$ cat src/rtl/dmem_arb.sv
`default_nettype none
// ============================================================================
// Module      : dmem_arb
// Description : Two-master data-memory arbiter. The load and store channels
//               are independent single-outstanding round-robin arbiters with
//               a hold lock, and the response paths are combinational.
// Revision    : 1.0 - initial release
// ============================================================================

module dmem_arb_chan (
    input  logic       clk,
    input  logic       rst,
    input  logic [1:0] i_m_valid,
    input  logic       i_d_ready,
    input  logic       i_d_resp_valid,
    input  logic [1:0] i_m_resp_ready,
    output logic [1:0] o_m_ready,
    output logic       o_d_valid,
    output logic       o_sel,
    output logic [1:0] o_m_resp_valid,
    output logic       o_d_resp_ready,
    output logic       o_unexp
);
    localparam logic [0:0] c_IDLE = 1'b0;
    localparam logic [0:0] c_RESP = 1'b1;

    logic [0:0] r_state;
    logic [0:0] w_state_nxt;
    logic       r_rr_ptr;
    logic       w_rr_nxt;
    logic       r_lock_vld;
    logic       w_lock_vld_nxt;
    logic       r_lock_m;
    logic       w_lock_m_nxt;
    logic       r_owner;
    logic       w_owner_nxt;
    logic       w_any;

    always_ff @(posedge clk) begin
        if (rst) begin
            r_state    <= c_IDLE;
            r_rr_ptr   <= 1'b0;
            r_lock_vld <= 1'b0;
            r_lock_m   <= 1'b0;
            r_owner    <= 1'b0;
        end else begin
            r_state    <= w_state_nxt;
            r_rr_ptr   <= w_rr_nxt;
            r_lock_vld <= w_lock_vld_nxt;
            r_lock_m   <= w_lock_m_nxt;
            r_owner    <= w_owner_nxt;
        end
    end

    always_comb begin
        w_state_nxt    = r_state;
        w_rr_nxt       = r_rr_ptr;
        w_lock_vld_nxt = r_lock_vld;
        w_lock_m_nxt   = r_lock_m;
        w_owner_nxt    = r_owner;
        o_m_ready      = 2'b00;
        o_d_valid      = 1'b0;
        o_m_resp_valid = 2'b00;
        o_d_resp_ready = 1'b0;
        o_unexp        = 1'b0;

        // A held lock keeps its master even if that master drops valid
        if (r_lock_vld)
            o_sel = r_lock_m;
        else if (i_m_valid[0] ^ i_m_valid[1])
            o_sel = i_m_valid[1];
        else
            o_sel = r_rr_ptr;
        w_any = r_lock_vld ? i_m_valid[r_lock_m] : (|i_m_valid);

        case (r_state)
            c_IDLE: begin
                o_d_valid        = w_any;
                o_m_ready[o_sel] = i_d_ready;
                o_d_resp_ready   = 1'b1;
                o_unexp          = i_d_resp_valid;
                if (w_any && i_d_ready) begin
                    w_state_nxt    = c_RESP;
                    w_owner_nxt    = o_sel;
                    w_rr_nxt       = ~o_sel;
                    w_lock_vld_nxt = 1'b0;
                end else if (w_any) begin
                    w_lock_vld_nxt = 1'b1;
                    w_lock_m_nxt   = o_sel;
                end
            end
            c_RESP: begin
                o_m_resp_valid[r_owner] = i_d_resp_valid;
                o_d_resp_ready          = i_m_resp_ready[r_owner];
                if (i_d_resp_valid && i_m_resp_ready[r_owner])
                    w_state_nxt = c_IDLE;
            end
            default: w_state_nxt = c_IDLE;
        endcase

        if (rst) begin
            o_m_ready      = 2'b00;
            o_d_valid      = 1'b0;
            o_m_resp_valid = 2'b00;
            o_d_resp_ready = 1'b0;
            o_unexp        = 1'b0;
        end
    end
endmodule

module dmem_arb #(
    parameter int LDTAG_W = 4,
    parameter int ADDR_W  = 32
) (
    input  logic               clk,
    input  logic               rst,
    input  logic               m0_ld_valid,
    output logic               m0_ld_ready,
    input  logic [ADDR_W-1:0]  m0_ld_addr,
    input  logic [LDTAG_W-1:0] m0_ld_tag,
    output logic               m0_ld_resp_valid,
    input  logic               m0_ld_resp_ready,
    output logic [63:0]        m0_ld_resp_data,
    output logic [LDTAG_W-1:0] m0_ld_resp_tag,
    output logic               m0_ld_resp_err,
    input  logic               m0_st_valid,
    output logic               m0_st_ready,
    input  logic [ADDR_W-1:0]  m0_st_addr,
    input  logic [63:0]        m0_st_wdata,
    input  logic [7:0]         m0_st_wstrb,
    output logic               m0_st_resp_valid,
    input  logic               m0_st_resp_ready,
    input  logic               m1_ld_valid,
    output logic               m1_ld_ready,
    input  logic [ADDR_W-1:0]  m1_ld_addr,
    input  logic [LDTAG_W-1:0] m1_ld_tag,
    output logic               m1_ld_resp_valid,
    input  logic               m1_ld_resp_ready,
    output logic [63:0]        m1_ld_resp_data,
    output logic [LDTAG_W-1:0] m1_ld_resp_tag,
    output logic               m1_ld_resp_err,
    input  logic               m1_st_valid,
    output logic               m1_st_ready,
    input  logic [ADDR_W-1:0]  m1_st_addr,
    input  logic [63:0]        m1_st_wdata,
    input  logic [7:0]         m1_st_wstrb,
    output logic               m1_st_resp_valid,
    input  logic               m1_st_resp_ready,
    output logic               d_ld_valid,
    input  logic               d_ld_ready,
    output logic [ADDR_W-1:0]  d_ld_addr,
    output logic [LDTAG_W-1:0] d_ld_tag,
    input  logic               d_ld_resp_valid,
    output logic               d_ld_resp_ready,
    input  logic [63:0]        d_ld_resp_data,
    input  logic [LDTAG_W-1:0] d_ld_resp_tag,
    input  logic               d_ld_resp_err,
    output logic               d_st_valid,
    input  logic               d_st_ready,
    output logic [ADDR_W-1:0]  d_st_addr,
    output logic [63:0]        d_st_wdata,
    output logic [7:0]         d_st_wstrb,
    input  logic               d_st_resp_valid,
    output logic               d_st_resp_ready,
    output logic               err_unexp
);
    logic w_ld_sel;
    logic w_st_sel;
    logic w_ld_unexp;
    logic w_st_unexp;
    logic r_err_unexp;

    dmem_arb_chan u_ld (
        .clk            (clk),
        .rst            (rst),
        .i_m_valid      ({m1_ld_valid, m0_ld_valid}),
        .i_d_ready      (d_ld_ready),
        .i_d_resp_valid (d_ld_resp_valid),
        .i_m_resp_ready ({m1_ld_resp_ready, m0_ld_resp_ready}),
        .o_m_ready      ({m1_ld_ready, m0_ld_ready}),
        .o_d_valid      (d_ld_valid),
        .o_sel          (w_ld_sel),
        .o_m_resp_valid ({m1_ld_resp_valid, m0_ld_resp_valid}),
        .o_d_resp_ready (d_ld_resp_ready),
        .o_unexp        (w_ld_unexp)
    );

    dmem_arb_chan u_st (
        .clk            (clk),
        .rst            (rst),
        .i_m_valid      ({m1_st_valid, m0_st_valid}),
        .i_d_ready      (d_st_ready),
        .i_d_resp_valid (d_st_resp_valid),
        .i_m_resp_ready ({m1_st_resp_ready, m0_st_resp_ready}),
        .o_m_ready      ({m1_st_ready, m0_st_ready}),
        .o_d_valid      (d_st_valid),
        .o_sel          (w_st_sel),
        .o_m_resp_valid ({m1_st_resp_valid, m0_st_resp_valid}),
        .o_d_resp_ready (d_st_resp_ready),
        .o_unexp        (w_st_unexp)
    );

    assign d_ld_addr  = w_ld_sel ? m1_ld_addr  : m0_ld_addr;
    assign d_ld_tag   = w_ld_sel ? m1_ld_tag   : m0_ld_tag;
    assign d_st_addr  = w_st_sel ? m1_st_addr  : m0_st_addr;
    assign d_st_wdata = w_st_sel ? m1_st_wdata : m0_st_wdata;
    assign d_st_wstrb = w_st_sel ? m1_st_wstrb : m0_st_wstrb;

    // Response payload is broadcast; only the owner's resp_valid qualifies it
    assign m0_ld_resp_data = d_ld_resp_data;
    assign m0_ld_resp_tag  = d_ld_resp_tag;
    assign m0_ld_resp_err  = d_ld_resp_err;
    assign m1_ld_resp_data = d_ld_resp_data;
    assign m1_ld_resp_tag  = d_ld_resp_tag;
    assign m1_ld_resp_err  = d_ld_resp_err;

    always_ff @(posedge clk) begin
        if (rst)
            r_err_unexp <= 1'b0;
        else if (w_ld_unexp || w_st_unexp)
            r_err_unexp <= 1'b1;
    end

    assign err_unexp = r_err_unexp;
endmodule

`default_nettype wire
$ cat config.mk
export PLATFORM = sky130hd
export DESIGN_NAME = dmem_arb
export DESIGN_NICKNAME = d
export VERILOG_FILES = /design/src/rtl/dmem_arb.sv
export SDC_FILE = /design/constraint.sdc
export NUM_CORES = 1
export LEC_CHECK = 0
export BUFFER_PORTS_ARGS = -buffer_cell sky130_fd_sc_hd__buf_4
export CORE_AREA = 2 2 253 255
export DETAILED_ROUTE_END_ITERATION = 8
export DIE_AREA = 0 0 255 257
export GPL_TIMING_DRIVEN = 0
export PLACE_DENSITY_LB_ADDON = 0.15
export SYNTH_ARGS = -nofsm -noshare
export SYNTH_HDL_FRONTEND = slang
export SYNTH_SLANG_ARGS = --single-unit
export TNS_END_PERCENT = 5
$ cat constraint.sdc
create_clock -name clk -period 5.1 [get_ports clk]
set_input_delay 0.255 -clock clk [delete_from_list [all_inputs] [get_ports clk]]
set_output_delay 0.255 -clock clk [all_outputs]
set_load 0.02 [all_outputs]
==> out/results.tsv <==
stage	metric	value	unit
outcome	status	finished, final reports clean	
clocking	post_cts_buffers	0	
timing	final.setup.tns	0	ns
grt	grt_pass1_wl	32000	um
worst_hold_path	hp-class	in2reg	
timing	rsz0062_at_grt	false	
power_and_ir_drop	total_power	1480	uW
power_and_ir_drop	p_leak	0.00442	uW
timing	final.setup_skew	0.000214	ns
run	max_cap_viol_count	0	
yosys	ys.flop_type	dfxtp_1	
clocking	cts_hold_buf	0	
drt	vias	4849	
drt	wl_per_cell	13.0	um
placed_design	dp_slack	2.11	ns
placed_design	gp_congestion	0.718	
layout	syn2layout_area_growth	160	%
clocking	cts_buffers	3	
grt	grt_max_degree	11	
clocking	cts_resized	0	
yosys	synthDistinctLibCells	33	
yosys	netlist_area	3450	um^2
layout	fin_nets	1330	
grt	grt_usage	6.46	%
timing	timing.final.ws_setup	2.30	ns
floorplanning	initial_utilization	5.49	%
grt	grt_pass1_vias	5228	
placed_design	dp_hpwl	21500	um
timing	fmax	357	MHz
timing	hold_violations	0	
critical_path	r2r_slack	3.47	ns
drt	ant_nets	0	
critical_path	startpoint_type	primary input	
critical_path	critPathRequiredTime	4.85	ns
yosys	synth_warnings	0	
placed_design	port_buffers	584	
clocking	cts_max_level	1	
floorplanning	fp.dieH	257	um
yosys	yosysSeqAreaShare	6.39	%
floorplanning	ios	654	
drt	vias_per_cell	2.68	
floorplanning	design.core.area	62700	um^2
timing	min_period	2.80	ns
yosys	syn_avg_cell_area	9.17	um^2
clocking	cts_sinks	11	
timing	fin_crit_sh	54.9	%
yosys	synthArstFlopShare	0	%
clocking	worstSkewPairLatency	0.24	ns
timing	setup_violations	0	
timing	worstMarginPinSlew	1.03	ns
floorplanning	die_area	65500	um^2
grt	antenna_found_initial	3	
yosys	synth_cells	376	
drt	drt_iter0_drc	76	
layout	drive_above_1_share	88.1	%
yosys	synth.area.top_cells	mux2_2, buf_4, mux2_1	
timing	max-slew-margin-rel	29.6	%
drt	routed_wl	23600	um
clocking	cts-root-buf	clkbuf_16	
floorplanning	fp.dieW	255	um
grt	grt-ovfl-total	0	
clocking	cts_tree	built	
yosys	synth_top_area_share	33.6	%
clocking	clockBufferDepth	2	
power_and_ir_drop	power.density	165	nW/um^2
floorplanning	rows	92	
drt	route.detailed.drc	0	
clocking	path_clk_slew	0.04	ns
yosys	ys_ff_latch	11	
critical_path	cp_max_fo	10	
timing	slew_violations	0	
drt	drtPass1Iterations	4	
critical_path	crit_path_end_kind	primary output	
yosys	synth_edf_count	0	
yosys	syn_nets	741	
critical_path	crit_arrival	2.55	ns
critical_path	worstSetupPathType	in2out	
power_and_ir_drop	ir_worst_vdd	74.6	uV
yosys	synth_area_leader_cell	mux2_2	
[cell usage in the layout, fill, tap and decap left out, types with 2 or more instances in the layout]
cell	instances
nand2_1	3
clkbuf_16	3
clkbuf_1	5
buf_6	4
mux2_1	38
nand2b_1	3
nor4b_1	2
a21oi_1	3
o32ai_1	2
and4_1	2
inv_1	7
mux2_2	103
buf_4	726
a2111oi_0	3
buf_2	9
nor2_1	6
o21a_1	5
nor3_1	3
dfxtp_1	11
a211oi_1	2
nor3b_1	2
nor2b_1	2
ha_1	2
o221a_2	2
a32oi_1	2
mux2i_1	6
[layer usage]
layer	global-route usage (%)	vias to the layer above	share of wire, %
met5	0	-	0.055
met4	0.585	2	0.27
met3	1.11	4	8.6
met2	13.8	297	57
met1	6.45	2184	34
li1	-	2362	-
[Yosys cell counts (4+ instances only)]
cell type and n:
dfxtp_1 11, nor2_1 6, o21a_1 5, mux2_2 103, buf_4 142, buf_6 4, inv_1 7, clkbuf_1 4
buf_2 9, mux2i_1 6, mux2_1 38
[metrics by stage]
step | hold WS, ns | cell area [um^2] | util, % | cells
4_1_cts | 0.307 | 8970 | 14.3 | 1810
3_5_place_dp | 0.470 | 8890 | 14.2 | 1806
2_1_floorplan | 0.375 | 3450 | - | 376
3_3_place_gp | 0.460 | 8890 | 14.2 | 1806
6_report | 0.306 | 8970 | 14.3 | 1811
5_1_grt | 0.313 | 8970 | 14.3 | 1810
[worst max-delay path: stages]
cell     delay (ns)
buf_4          0.10
inv_1          0.04
ha_1           0.28
mux2_4         0.33
mux2i_4        0.39
buf_4          0.34
buf_6          0.20
mux2_1         0.40
buf_4          0.19
[report_power, final]
part	internal (uW)	switching, uW
logic	653	585
clock network	105	38.6
registers	94.6	5.61
total	853	629
[final timing paths]
| check | from | endpoint | cells past startpoint |
|---|---|---|---|
| max | m1_st_valid | d_st_wdata[55] | 9 |
| min | rst | u_st.r_owner | 2 |
| min reg2reg | err_unexp | err_unexp | 1 |
| max reg2reg | u_st.r_state | u_st.r_rr_ptr | 4 |
[flip-flops by register name, indices dropped and copies added, names as in the netlist]
register	cells
u_st.r_state	1
u_ld.r_state	1
u_ld.r_lock_m	1
u_ld.r_lock_vld	1
u_ld.r_owner	1
err_unexp	1
u_st.r_rr_ptr	1
u_st.r_lock_vld	1
u_st.r_lock_m	1
u_ld.r_rr_ptr	1
u_st.r_owner	1
[kinds of logic (layout without fill, tap and decap cells)]
kind of cell    after synthesis  in the layout  synth area share, %
mux                         149            149                 48.9
fa+ha+maj                     2              2                0.726
flops                        11             11                 6.39
simple gates                 24             24                 3.96
buf+inv                     166            754                 34.7
compound gates               24             24                 5.30
other cells                   0              1                    0
[final cells by class]
type                    instances  area [um^2]
diodes                          1         2.50
multi-input cells             199         2030
well taps                     846         1060
clock buffers                   4         78.8
repair buffers                584         4380
flip-flops and latches         11          220
plain buffers                 159         1170
inverters                       7         26.3
fillers                      7227        53800
(Power assumes the default switching activity.)
